**src/rtl/board_pkg.sv**
```systemverilog
// Shared types, board geometry and the reset-time board pattern for the
// game-board arbiter.
package board_pkg;

   localparam int ROWS    = 10;
   localparam int COLS    = 10;
   localparam int CELL_W  = 4;
   localparam int COORD_W = 4;

   typedef logic [CELL_W-1:0]  cell_t;
   typedef logic [COORD_W-1:0] coord_t;

   typedef enum logic [1:0] {
      IDLE    = 2'd0,
      EXEC    = 2'd1,
      WAIT_VB = 2'd2
   } state_t;

   // Indexed by distance to the nearest board edge: concentric rings.
   localparam logic [4:0][CELL_W-1:0] DEFAULT_LUT = {4'd0, 4'd5, 4'd4, 4'd2, 4'd1};

   function automatic cell_t default_cell(input int r, input int c);
      int d;
      d = r;
      if (c < d) d = c;
      if (ROWS - 1 - r < d) d = ROWS - 1 - r;
      if (COLS - 1 - c < d) d = COLS - 1 - c;
      if (d > 4) d = 4;
      if (d < 0) d = 0;
      return DEFAULT_LUT[3'(d)];
   endfunction

endpackage

```
**src/rtl/board_arbiter_rr.sv**
```systemverilog
// Two-requester round-robin picker; the port that was not granted last wins
// a tie. Purely combinational, the last-grant register lives in the caller.
module rr_arbiter2 (
   input  logic [1:0] valid_i,
   input  logic       last_grant_i,
   output logic [1:0] grant_o,
   output logic       grant_idx_o
);

   always_comb begin
      grant_idx_o = 1'b0;
      if (valid_i == 2'b11) begin
         grant_idx_o = ~last_grant_i;
      end else if (valid_i[1]) begin
         grant_idx_o = 1'b1;
      end
      grant_o = 2'b00;
      if (|valid_i) grant_o[grant_idx_o] = 1'b1;
   end

endmodule

```
**src/rtl/board_arbiter.sv**
```systemverilog
// Owns the game board, arbitrates two single-cell read/write requesters and
// optionally holds writes until vertical blanking; video reads bypass the FSM.
module board_arbiter
   import board_pkg::*;
#(
   parameter int ROWS        = board_pkg::ROWS,
   parameter int COLS        = board_pkg::COLS,
   parameter int CELL_W      = board_pkg::CELL_W,
   parameter int SYNC_VBLANK = 1
) (
   input  logic                   clk,
   input  logic                   rst,
   input  logic                   vblank,
   // Handshake: a request transfers on a rising edge where req_valid[n] and
   // req_ready[n] are both high; an un-granted requester holds its fields.
   input  logic [1:0]             req_valid,
   output logic [1:0]             req_ready,
   input  logic [1:0]             req_we,
   input  coord_t [1:0]           req_row,
   input  coord_t [1:0]           req_col,
   input  logic [1:0][CELL_W-1:0] req_wdata,
   output logic [1:0]             done,
   output logic                   err,
   output logic [CELL_W-1:0]      rdata,
   input  coord_t                 vid_row,
   input  coord_t                 vid_col,
   output logic [CELL_W-1:0]      vid_cell,
   output logic [1:0]             dbg_state
);

   localparam coord_t ROW_LIM = coord_t'(ROWS);
   localparam coord_t COL_LIM = coord_t'(COLS);

   state_t              state_q, state_d;
   logic                last_grant_q;
   logic                op_we_q;
   logic                op_port_q;
   coord_t              op_row_q, op_col_q;
   logic [CELL_W-1:0]   op_wdata_q;
   logic [1:0]          done_q, done_d;
   logic                err_q, err_d;
   logic [CELL_W-1:0]   rdata_q, rdata_d;
   logic [CELL_W-1:0]   board_q [ROWS][COLS];

   logic [1:0]          grant;
   logic                grant_idx;
   logic                accept;
   logic                commit;
   logic                op_oor;
   logic                vb_ok;

   rr_arbiter2 u_rr (
      .valid_i      (req_valid),
      .last_grant_i (last_grant_q),
      .grant_o      (grant),
      .grant_idx_o  (grant_idx)
   );

   assign req_ready = (state_q == IDLE) ? grant : 2'b00;
   assign accept    = |req_ready;
   assign op_oor    = (op_row_q >= ROW_LIM) || (op_col_q >= COL_LIM);
   assign vb_ok     = (SYNC_VBLANK == 0) || vblank;

   always_comb begin
      state_d = state_q;
      done_d  = 2'b00;
      err_d   = 1'b0;
      rdata_d = rdata_q;
      commit  = 1'b0;
      case (state_q)
         IDLE: begin
            if (accept) state_d = EXEC;
         end
         EXEC: begin
            if (op_oor) begin
               done_d[op_port_q] = 1'b1;
               err_d             = 1'b1;
               rdata_d           = '0;
               state_d           = IDLE;
            end else if (!op_we_q) begin
               rdata_d           = board_q[op_row_q][op_col_q];
               done_d[op_port_q] = 1'b1;
               state_d           = IDLE;
            end else if (vb_ok) begin
               commit            = 1'b1;
               done_d[op_port_q] = 1'b1;
               state_d           = IDLE;
            end else begin
               state_d = WAIT_VB;
            end
         end
         WAIT_VB: begin
            if (vblank) begin
               commit            = 1'b1;
               done_d[op_port_q] = 1'b1;
               state_d           = IDLE;
            end
         end
         default: state_d = IDLE;
      endcase
   end

   // Reset reloads the whole board, so a write parked in WAIT_VB is lost.
   always_ff @(posedge clk or posedge rst) begin
      if (rst) begin
         state_q      <= IDLE;
         last_grant_q <= 1'b1;
         op_we_q      <= 1'b0;
         op_port_q    <= 1'b0;
         op_row_q     <= '0;
         op_col_q     <= '0;
         op_wdata_q   <= '0;
         done_q       <= 2'b00;
         err_q        <= 1'b0;
         rdata_q      <= '0;
         for (int r = 0; r < ROWS; r++) begin
            for (int c = 0; c < COLS; c++) begin
               board_q[r][c] <= default_cell(r, c);
            end
         end
      end else begin
         state_q <= state_d;
         done_q  <= done_d;
         err_q   <= err_d;
         rdata_q <= rdata_d;
         if (accept) begin
            op_we_q      <= req_we[grant_idx];
            op_port_q    <= grant_idx;
            op_row_q     <= req_row[grant_idx];
            op_col_q     <= req_col[grant_idx];
            op_wdata_q   <= req_wdata[grant_idx];
            last_grant_q <= grant_idx;
         end
         if (commit) board_q[op_row_q][op_col_q] <= op_wdata_q;
      end
   end

   always_comb begin
      vid_cell = '0;
      if ((vid_row < ROW_LIM) && (vid_col < COL_LIM)) vid_cell = board_q[vid_row][vid_col];
   end

   assign done      = done_q;
   assign err       = err_q;
   assign rdata     = rdata_q;
   assign dbg_state = state_q;

endmodule
```
**config.mk**
```make
export PLATFORM = sky130hd
export DESIGN_NAME = board_arbiter
export DESIGN_NICKNAME = d
export VERILOG_FILES = /design/src/rtl/board_pkg.sv /design/src/rtl/board_arbiter_rr.sv /design/src/rtl/board_arbiter.sv
export SDC_FILE = /design/constraint.sdc
export NUM_CORES = 1
export LEC_CHECK = 0
export BUFFER_PORTS_ARGS = -buffer_cell sky130_fd_sc_hd__buf_2
export CAP_MARGIN = 5
export CORE_ASPECT_RATIO = 1.1
export CORE_MARGIN = 4
export CORE_UTILIZATION = 68
export DETAILED_ROUTE_END_ITERATION = 8
export GPL_ROUTABILITY_DRIVEN = 0
export PLACE_DENSITY = 0.86
export REMOVE_ABC_BUFFERS = 1
export SLEW_MARGIN = 20
export SYNTH_ARGS = -nofsm -noshare
export SYNTH_HDL_FRONTEND = slang
export SYNTH_SLANG_ARGS = --single-unit
```
**constraint.sdc**
```tcl
create_clock -name clk -period 30.4 [get_ports clk]
set_input_delay 1.52 -clock clk [delete_from_list [all_inputs] [get_ports clk]]
set_output_delay 1.52 -clock clk [all_outputs]
set_load 0.02 [all_outputs]
```
==> impl_metrics.csv <==
group,metric,value,unit
status,status,"completed",
logic_synthesis,synth_top_family_by_area,"multiplexers",
logic_synthesis,ys_ff_latch,424,
logic_synthesis,synth-edff-count,0,
route,drtIter0Drc,2575,
route,vias_per_cell,7.58,
logic_synthesis,syn_area,23900,um2
critical_path,crit_chain,"buf_4 > buf_4 > buf_4 > mux4_2 > a22o_1 > o311ai_1 > a21oi_1 > o31a_1 > buf_2",
critical_path,cp-end-kind,"output pin",
clock_tree,tritoncts.num_buffers,45,
die,fp.dieW,187,um
global_route,grt_usage,36.5,%
critical_path,cp-startpoint,"vid_row[1]",
power,p_comb_share,30.6,%
route,dr.pass1.iters,7,
global_route,antenna_found_initial,2,
critical_path,crit_type,"input pin to output pin",
clock_tree,cts.sinks,424,
die,initial_core_util,69.3,%
critical_path,cp_top_family,"buffers and inverters",
critical_path,worstPathRequired,28880,ps
clock_tree,cts_tree,"yes",
final_layout,multiInputGateArea,12400,um2
route,vias,17100,
logic_synthesis,syn_avg_cell_area,13.3,um2
final_layout,seq_area,10800,um2
logic_synthesis,postSynthCellCount,1794,
critical_path,worstReg2RegStart,"op_row_q[0]",
die,rows,71,
sta,rsz0062_at_grt,"no",
die,core,34500,um2
critical_path,crit_fanout,45,
logic_synthesis,yosysUniqueCellTypes,78,
clock_tree,clock_latency,570,ps
critical_path,endpoint,"vid_cell[0]",
power,power-per-cell-area,69.1,nW/um2
clock_tree,postCtsSetupBuffers,0,
final_layout,num-fill-cells,2140,
critical_path,reg2reg_slack,26360,ps
run,cap_viol_max_count,0,
critical_path,crit_path_top_delay_cell,"buf_4",
sta,fin_tns_setup,0,ps
global_route,grt_pass1_vias,17600,
logic_synthesis,ys.flop_type,"dfrtp_1",
sta,tightestPinTransition,1300,ps
power,clockPowerShare,32.5,%
route,drc,0,
critical_path,reg2reg_depth,7,
sta,maxSlewViolCount,0,
clock_tree,cts_htree_levels,2,
sta,hold_viol,0,
placed_design,hpwl,44.0,mm
logic_synthesis,synth_xor_area_share,0,%
die,die-area,38200,um2
logic_synthesis,yosysSeqAreaShare,45.0,%
logic_synthesis,synthAdderAreaFrac,0.157,%
placed_design,dpl-instance-area,24200,um2
die,pin_count,54,
final_layout,diodes,0,
critical_path,reg2reg_to,"rdata[0]",
final_layout,nets,1821,
critical_path,crit_cells,9,
final_layout,drive_above_1_share,49.6,%
placed_design,io_buffers,53,
global_route,grt_max_degree,186,
sta,timing.final.crit_share,22.1,%
clock_tree,cts_resized,0,
power,max-vdd-ir-drop,77.8,uV
power,leakagePower,0.0114,uW
global_route,grt_overflow_total,0,
sta,fin_skew,21.4,ps
power,power_frac_seq,36.8,%
logic_synthesis,synthMuxAreaShare,38.3,%
final_layout,stdcell_area,25800,um2
final_layout,area_growth,8.01,%
route,wl,69.5,mm
critical_path,cpMostUsedCell,"buf_4",
power,switching_share,37.8,%
sta,setup_viol_count_final,0,
critical_path,start_kind,"input pin",
logic_synthesis,synthArstFlopShare,100,%
hold_path,hp-start,"op_port_q",
final_layout,final_cell_mix,"mux2_2, dfrtp_1, mux4_2, mux2i_1, dfstp_2",
hold_path,min_path_type,"flop to flop",
clock_tree,path_clk_slew,60,ps
logic_synthesis,synth-simple-area-share,6.74,%
clock_tree,clockBufferDepth,3,
final_layout,final_common_cell,"mux2_2",
route,routedWlPerCell,30.8,um
critical_path,cpPeakStageDelay,720,ps
power,p_int,1110,uW
global_route,grt_pass1_wl,107,mm
sta,fmax,0.149,GHz
die,dieHeight,205,um
logic_synthesis,synth_warnings,0,
power,p_sw,674,uW
clock_tree,holdBufCountCts,0,
route,detail-route-antenna-nets,0,
clock_tree,clockRootBuffer,"clkbuf_16",
sta,maxSlewHeadroom,13.2,%
logic_synthesis,synth_compound_area_share,6.52,%
sta,min_period,6730,ps
critical_path,path_buf_inv,4,
critical_path,critical_path_arrival,5210,ps
-- cells in the mapped netlist (5+ instances only) --
library cell | count | area [um2]
a21oi_1 | 26 | 130
a22oi_1 | 16 | 120
nand3_1 | 12 | 60.1
nand2b_1 | 7 | 43.8
o2111ai_1 | 5 | 43.8
nand2_1 | 58 | 218
o21ai_0 | 58 | 290
o211ai_1 | 14 | 105
mux2i_1 | 116 | 1160
a211oi_1 | 12 | 90.1
o31ai_1 | 5 | 37.5
dfrtp_1 | 315 | 7880
and3_1 | 6 | 37.5
nor2_1 | 107 | 402
nor2b_1 | 20 | 125
nand3_2 | 6 | 60.1
nand2_2 | 29 | 181
nor3_1 | 6 | 30.0
nand4_1 | 6 | 37.5
dfstp_2 | 109 | 2860
a2111oi_0 | 8 | 70.1
mux2_2 | 432 | 4860
inv_1 | 10 | 37.5
clkbuf_1 | 76 | 285
buf_2 | 24 | 120
o22ai_1 | 15 | 93.8
and2_1 | 5 | 31.3
buf_4 | 33 | 248
a221oi_1 | 11 | 96.3
a221o_1 | 5 | 50.1
mux4_2 | 139 | 3130
nand2_4 | 10 | 113
o221ai_1 | 13 | 114
-- routing by layer --
layer / share of wire, % / up-vias / track usage [%] / routed length, um
li1: - / 6817 / - / -
met1: 34 / 8620 / 46.4 / 23900
met2: 46 / 1262 / 57.6 / 31700
met3: 12 / 389 / 9.88 / 8410
met4: 7.7 / 4 / 20.5 / 5360
met5: 0.037 / - / 0 / 26
-- power groups by stage --
stage	registers [uW]	logic, uW	clock network [uW]
final	657	546	580
after global routing	660	561	608
after CTS	654	517	583
after detailed placement	662	513	0
after global placement	659	502	0
after floorplan	727	247	0
-- registers in the layout (all words and copies together) (netlist names) --
name / flops
board_q: 400
op_col_q: 4
op_row_q: 4
op_wdata_q: 4
rdata: 4
dbg_state: 2
done: 2
err: 1
last_grant_q: 1
op_port_q: 1
op_we_q: 1
-- cell families (layout without fill, tap and decap cells) --
kind of cell    Yosys count  count (layout)
fa+ha+maj                 3               3
simple gates            303             303
flops                   424             424
compound gates          225             225
mux                     687             687
buf+inv                 152             174
-- cell type report --
| type | instances | area share [%] |
|---|---|---|
| repair buffers | 79 | 1.96 |
| clock inverters | 15 | 0.830 |
| well taps | 438 | 2.12 |
| multi-input cells | 1218 | 47.9 |
| flip-flops and latches | 424 | 41.7 |
| clock buffers | 69 | 5.23 |
| inverters | 11 | 0.189 |
-- metrics by stage --
| stage | util, % | hold WS, ps | worst slack (ps) | instances | total power, uW |
|---|---|---|---|---|---|
| after global placement | 70.2 | 414 | 23870 | 2169 | 1160 |
| after detailed placement | 70.2 | 412 | 23810 | 2169 | 1180 |
| after CTS | 74.7 | 421 | 23800 | 2253 | 1750 |
| final | 74.8 | 422 | 23670 | 2254 | 1780 |
| after global routing | 74.8 | 436 | 23580 | 2254 | 1830 |
| after floorplan | - | 402 | 17260 | 1653 | 975 |
-- worst min-delay path by stage --
stage,cells past startpoint,to
floorplan,1,done[0]
global placement,1,done[0]
detailed placement,1,done[0]
CTS,1,done[0]
global route,1,done[0]
finish,1,done[0]
No activity file was read; power rests on OpenSTA's default activity.
